[src/rtl/oai33_bist_if.sv]
// Stimulus/response bundle between the BIST sequencer and the OAI33 cell under test.
interface oai33_bist_if;
    logic A1;
    logic A2;
    logic A3;
    logic B1;
    logic B2;
    logic B3;
    logic ZN;

    modport master (
        output A1, A2, A3, B1, B2, B3,
        input  ZN
    );

    modport slave (
        input  A1, A2, A3, B1, B2, B3,
        output ZN
    );
endinterface

[src/rtl/oai33_bist.sv]
// Exhaustive 64-vector BIST for an OAI33 cell: golden compare plus 16-bit MISR signature.
//
// state    | meaning
// ---------+-----------------------------------------------
// S_IDLE   | waiting for start after reset
// S_SETTLE | current vector held while the cell propagates
// S_SAMPLE | ZN captured, compared and folded into the MISR
// S_DONE   | results frozen; start launches a fresh run
module oai33_bist #(
    parameter int          SETTLE_CYC = 2,
    parameter logic [15:0] SIG_SEED   = 16'hFFFF
) (
    input  logic             CK,
    input  logic             RN,
    input  logic             start,
    oai33_bist_if.master     cut,
    output logic             busy,
    output logic             done,
    output logic             pass,
    output logic [6:0]       err_count,
    output logic [15:0]      signature
);

    typedef enum logic [1:0] {
        S_IDLE   = 2'd0,
        S_SETTLE = 2'd1,
        S_SAMPLE = 2'd2,
        S_DONE   = 2'd3
    } state_t;

    localparam logic [3:0]  SETTLE_LAST = 4'(SETTLE_CYC - 1);
    localparam logic [15:0] MISR_POLY   = 16'h1021;

    state_t      state_q, state_d;
    logic [5:0]  vec_q, vec_d;
    logic [3:0]  cnt_q, cnt_d;
    logic [6:0]  err_q, err_d;
    logic [15:0] sig_q, sig_d;
    logic        busy_q, done_q, pass_q;
    logic        exp_zn;
    logic        mismatch;

    assign exp_zn   = ~((vec_q[0] | vec_q[1] | vec_q[2]) & (vec_q[3] | vec_q[4] | vec_q[5]));
    assign mismatch = cut.ZN ^ exp_zn;

    always_ff @(posedge CK or negedge RN) begin
        if (!RN) begin
            state_q <= S_IDLE;
            vec_q   <= '0;
            cnt_q   <= '0;
            err_q   <= '0;
            sig_q   <= SIG_SEED;
            busy_q  <= 1'b0;
            done_q  <= 1'b0;
            pass_q  <= 1'b0;
        end else begin
            state_q <= state_d;
            vec_q   <= vec_d;
            cnt_q   <= cnt_d;
            err_q   <= err_d;
            sig_q   <= sig_d;
            busy_q  <= (state_d == S_SETTLE) || (state_d == S_SAMPLE);
            done_q  <= (state_d == S_DONE);
            pass_q  <= (state_d == S_DONE) && (err_d == 7'd0);
        end
    end

    always_comb begin
        state_d = state_q;
        vec_d   = vec_q;
        cnt_d   = cnt_q;
        err_d   = err_q;
        sig_d   = sig_q;
        case (state_q)
            S_IDLE, S_DONE: begin
                if (start) begin
                    state_d = S_SETTLE;
                    vec_d   = '0;
                    cnt_d   = '0;
                    err_d   = '0;
                    sig_d   = SIG_SEED;
                end
            end
            S_SETTLE: begin
                if (cnt_q == SETTLE_LAST) begin
                    cnt_d   = '0;
                    state_d = S_SAMPLE;
                end else begin
                    cnt_d = cnt_q + 4'd1;
                end
            end
            S_SAMPLE: begin
                err_d = err_q + 7'(mismatch);
                sig_d = {sig_q[14:0], 1'b0} ^ ((sig_q[15] ^ cut.ZN) ? MISR_POLY : 16'h0000);
                if (vec_q == 6'd63) begin
                    state_d = S_DONE;
                end else begin
                    vec_d   = vec_q + 6'd1;
                    state_d = S_SETTLE;
                end
            end
            default: state_d = S_IDLE;
        endcase
    end

    // Stimulus pins come straight off the vector register, so they are glitch-free.
    assign cut.A1 = vec_q[0];
    assign cut.A2 = vec_q[1];
    assign cut.A3 = vec_q[2];
    assign cut.B1 = vec_q[3];
    assign cut.B2 = vec_q[4];
    assign cut.B3 = vec_q[5];

    assign busy      = busy_q;
    assign done      = done_q;
    assign pass      = pass_q;
    assign err_count = err_q;
    assign signature = sig_q;

endmodule
[src/flat_wrapper.sv]
// flat-port wrapper written by rule: the top's interface ports become plain ports
module oai33_bist_flat 
#(
    parameter int          SETTLE_CYC = 2,
    parameter logic [15:0] SIG_SEED   = 16'hFFFF
)
  (CK, RN, start, busy, done, pass, err_count, signature, cut_A1, cut_A2, cut_A3, cut_B1, cut_B2, cut_B3, cut_ZN);
  oai33_bist_if cut_i ();
  input  logic CK;
  input  logic RN;
  input  logic start;
  output logic busy;
  output logic done;
  output logic pass;
  output logic [6:0] err_count;
  output logic [15:0] signature;
  output wire logic [$bits(cut_i.A1)-1:0] cut_A1;
  output wire logic [$bits(cut_i.A2)-1:0] cut_A2;
  output wire logic [$bits(cut_i.A3)-1:0] cut_A3;
  output wire logic [$bits(cut_i.B1)-1:0] cut_B1;
  output wire logic [$bits(cut_i.B2)-1:0] cut_B2;
  output wire logic [$bits(cut_i.B3)-1:0] cut_B3;
  input wire logic [$bits(cut_i.ZN)-1:0] cut_ZN;
  assign cut_A1 = cut_i.A1;
  assign cut_A2 = cut_i.A2;
  assign cut_A3 = cut_i.A3;
  assign cut_B1 = cut_i.B1;
  assign cut_B2 = cut_i.B2;
  assign cut_B3 = cut_i.B3;
  assign cut_i.ZN = cut_ZN;
  oai33_bist #(.SETTLE_CYC(SETTLE_CYC), .SIG_SEED(SIG_SEED)) u_core (.CK(CK), .RN(RN), .start(start), .cut(cut_i), .busy(busy), .done(done), .pass(pass), .err_count(err_count), .signature(signature));
endmodule
[config.mk]
export PLATFORM = sky130hd
export DESIGN_NAME = oai33_bist_flat
export DESIGN_NICKNAME = d
export VERILOG_FILES = /design/src/rtl/oai33_bist_if.sv /design/src/rtl/oai33_bist.sv /design/src/flat_wrapper.sv
export SDC_FILE = /design/constraint.sdc
export NUM_CORES = 1
export LEC_CHECK = 0
export ABC_AREA = 1
export CAP_MARGIN = 20
export CORE_MARGIN = 5
export CORE_UTILIZATION = 40
export DETAILED_ROUTE_END_ITERATION = 10
export HOLD_SLACK_MARGIN = 0.15
export PLACE_DENSITY_LB_ADDON = 0.12
export RECOVER_POWER = 25
export SYNTH_ARGS = -nofsm -noshare
export SYNTH_HDL_FRONTEND = slang
export SYNTH_SLANG_ARGS = --single-unit
[constraint.sdc]
create_clock -name CK -period 5.45 [get_ports CK]
set_clock_uncertainty 0.1 [all_clocks]
set_input_delay 1.09 -clock CK [delete_from_list [all_inputs] [get_ports CK]]
set_output_delay 1.09 -clock CK [all_outputs]
set_load 0.01 [all_outputs]
* Word level (Yosys, flattened, before mapping)
Cells that the tools add are included.
** Operators by class
- Add/subtract/negate cells :: 3
- Eq/ne operators :: 10
- Bitwise logic cells :: 9
- Reduce and logical (&&, ||, !) cells :: 10
- Multiplexer cells :: 15
** Operators with widths (count)
- $pmux W16 S2 :: 1
- $mux W16 :: 1
- $xor A16 B16 Y16 :: 1
- $pmux W7 S2 :: 1
- $mux W13 :: 1
- $mux W6 :: 2
- $pmux W6 S2 :: 1
- $eq A2 B2 Y1 const B :: 4
- $mux W4 :: 2
- $pmux W4 S2 :: 1
- $add A7 B1 Y7 :: 1
- $logic_not A7 Y1 :: 1
- $mux W7 :: 1
- $add A6 B1 Y6 const B :: 1
- $eq A6 B6 Y1 const B :: 1
- $mux W2 :: 3
- $pmux W2 S3 :: 1
- $add A4 B1 Y4 const B :: 1
- $eq A2 B1 Y1 const B :: 2
- $eq A4 B1 Y1 const B :: 1
- $ne A2 B2 Y1 const B :: 2
- $or A1 B1 Y1 :: 4
- $reduce_and A2 Y1 :: 2
- $reduce_bool A2 Y1 :: 2
- other kinds (8) :: 9
** Word-level totals
- Input bits :: 4
- Logic and storage cells :: 55
- Output and inout port bits :: 32
- Bits in registers :: 38

* Depth between registers and ports, before layout
- Word-level depth :: 9
- Mapped depth :: 15
- Mapped depth without buffers :: 15

* Least setup slack after synthesis
No wires, ideal clock.
- Path type :: input-to-reg
- Start :: in cut_ZN
- End :: reg u_core.pass_q, in the netlist u_core.pass
- Setup slack :: 3123 ps
- Setup time :: 71 ps
- Data required time :: 5279 ps
- Cell stages on the path :: 11
- Arrival time :: 2156 ps
- Path buffers :: 0
- Path through :: xnor2_1 ha_1 ha_1 nand2_2 nor2_4 nor2_1 nand2_1 nand2_2 nor2_1 nand2_1 nor2_1
** On the way
- Longest elaborated chain between the ends :: 5
** Ends and longest elaborated chain
- from (decl) :: line flat_wrapper.sv:23 : input wire logic [$bits(cut_i.ZN)-1:0] cut_ZN;
- $xor A1 B1 Y1 :: line oai33_bist.sv:44 : assign mismatch = cut.ZN ^ exp_zn;
- $add A7 B1 Y7 :: line oai33_bist.sv:93 : err_d = err_q + 7'(mismatch);
- $pmux W7 S2 :: line oai33_bist.sv:74 : case (state_q)
- net u_core.err_d[4] :: line oai33_bist.sv:37 : logic [6:0] err_q, err_d;
- $logic_not A7 Y1 :: line oai33_bist.sv:64 : pass_q <= (state_d == S_DONE) && (err_d == 7'd0);
- $logic_and A1 B1 Y1 :: line oai33_bist.sv:64
- to (signal assigned) :: line oai33_bist.sv:64
- to (decl) :: line oai33_bist.sv:39 : logic busy_q, done_q, pass_q;
The timed path passes the listed nets, and every way through them passes these cells.
A chain may end at the register's enable or synchronous reset.

* Worst setup path after layout
Ends and elaborated chain as after synthesis.

==> qor.txt <==
CP Capture Type = register
Nets = 278
Max Clk Rate = 359.3 MHz
Area Growth Syn to Fin = 25.25%
HP Class = register to register
Max H-tree Level = 2
# placed instances = 325
Port-buffer cells = 35
setup tns final = 0 ps
unrepaired setup endpoints after global routing = false
final setup vio count = 0
setup bufs post-CTS = 0
diode count = 0
Mapped Area = 1977 um^2
overall power = 0.9860 mW
Finished Core Util = 52.08%
CTS Buf Count = 5
fin crit period = 2783 ps
Crit Path Category = primary input to register
failing checks = capacitance limit, slew limit
DR WL/cell = 12.33 um
run status = finished with violations
clock-pin slew on the worst setup and hold paths = 80 ps
vias in the first global route = 1,564
Static Leak = 1.195 nW
clk_lat worst skew = 290 ps
layout cell share with drive strength beyond 1 = 16.54%
crit start category = primary input
Synth Flop Type = dfrtp_1
Synth area leader = dfrtp_1
Mapped Cells = 227
io pins = 36
Commonest cells post-synth = nand2_1, inv_1, dfrtp_1, dfstp_2, nand3_1
Syn Area/Cell = 8.709 um^2
die height = 80.30 um
DRC = 0
Root Driver = clkbuf_8
Mapped Nets = 240
MaxCap Viol Count = 1
fraction of registers with async set/reset = 100.0%
Resized cells post-CTS = 0
total congestion overflow = 0
# fillers = 466
Pwr per Cell Area = 398.2 nW/um^2
Avg Vias per Cell = 4.676
number of enable flip-flop cells after synthesis = 0
Cell variety after synth = 31
TritonCTS Sinks = 38
Synth top area share = 27.85%
Crit path arrival time = 2900 ps
row count = 25
number of synthesized register bits = 38
total number of yosys warnings = 0
first-pass detailed-route iteration total = 4
worst vdd ir = 0.1647 mV
ranking of synthesized cells by area = dfrtp_1, dfstp_2, nand2_1
critical path peak fanout = 3
1st-iter DRT viols = 86
Die ar. = 6448 um^2
final critical-path share of the clock period = 51.07%
measured slew at the worst slew-check pin = 1990 ps
Final Instance Count excl. Fillers = 333
final slew viol count = 39
Fin. Hold Viols = 0
Placeable Area = 4755 um^2
Hold Buf Count CTS = 0
gr usage total = 14.22%
hold slack final = 392.0 ps
initial antenna violation count = 0
RePlAce Congestion = 0.7575
post-synthesis sequential area ratio = 49.11%
WP data required = 5570 ps
post-route ant nets = 0
CTS tree = yes
largest net degree at the start of global routing = 39
cell with the most instances after synthesis = nand2_1
dpl hpwl = 3.059 mm
first-pass GRT wire length = 7.169 mm
DR vias = 1,557
relative slew slack = -32.67%
Die Width = 80.30 um
maximum clock path buffer count = 2
Initial Util = 41.58%
routed wire length = 4.106 mm
through the flow:
step / instance area [um^2] / setup WS (ps)
detailed placement: 2374 / 2370
finish: 2476 / 2667
global route: 2476 / 2440
floorplan: 1977 / 3123
global placement: 2374 / 2400
CTS: 2477 / 2676
where the power goes:
group          switching (mW)  internal (mW)  total, mW  leakage, nW
clock network           0.102          0.116      0.218       0.0561
logic                   0.266          0.139      0.406        0.671
registers              0.0307          0.331      0.362        0.468
worst paths after layout:
check,start,endpoint,slack (ps),depth (start not counted)
worst max-delay path,cut_ZN,u_core.pass,2670,12
worst min-delay path,u_core.signature[13],u_core.signature[14],390,2
worst max register to register,u_core.state_q[0],u_core.pass,3080,9
worst min register to register,u_core.signature[13],u_core.signature[14],390,2
max in group asynchronous,RN,u_core.cnt_q[3],2860,1
min in group asynchronous,RN,u_core.vec_q[3],1250,1
cells by family after synthesis:
family / synth area share [%]
adder cells (fa/ha/maj): 5.696
flip-flops: 49.11
XOR/XNOR: 1.329
AO/OA/AOI/OAI: 12.47
buffers and inverters: 9.810
AND/OR/NAND/NOR: 21.58
cells in the final DEF (no fill, tap or decap), drive strengths merged, types with 5 or more instances in the layout:
| master | n |
|---|---|
| dfrtp | 22 |
| o21ai | 15 |
| clkdlybuf4s50 | 34 |
| clkbuf | 7 |
| nor2 | 16 |
| dfstp | 16 |
| ha | 9 |
| nand2 | 51 |
| nand4 | 6 |
| a21oi | 8 |
| inv | 43 |
| nand3 | 12 |
| nor3 | 5 |
| a22oi | 11 |
final cells by class:
class                   instances  area, um^2  share of cell area, %
repair buffers                 35       344.1                  13.90
flip-flops and latches         38       970.9                  39.21
clock buffers                   6       93.84                  3.790
clock inverters                 2       10.01                 0.4042
multi-input cells             142       812.0                  32.79
inverters                      43       161.4                  6.518
well taps                      67       83.83                  3.386
layer usage:
layer	track usage (%)	vias to the layer above	share of wire (%)
met5	0	-	0
met2	22.02	31	45
li1	-	814	-
met1	18.18	705	48
met3	4.484	7	5.1
met4	6.081	0	1.8
worst max-delay path, cell delays in order:
cell             delay, ps
clkdlybuf4s50_1        540
xnor2_1                140
ha_1                   210
ha_1                   220
nand2_2                 90
nor2_4                 130
nor2_1                  50
nand2_1                 80
nand2_2                 50
nor2_1                 140
nand2_1                 70
nor2_1                 100
flip-flops by register name, summed over array words and instances (netlist names):
signal / flops
u_core.busy: 1
u_core.cnt_q: 4
u_core.done: 1
u_core.err_count: 7
u_core.pass: 1
u_core.signature: 16
u_core.state_q: 2
u_core.vec_q: 6
Note: power is estimated with default switching activity, not from simulation.
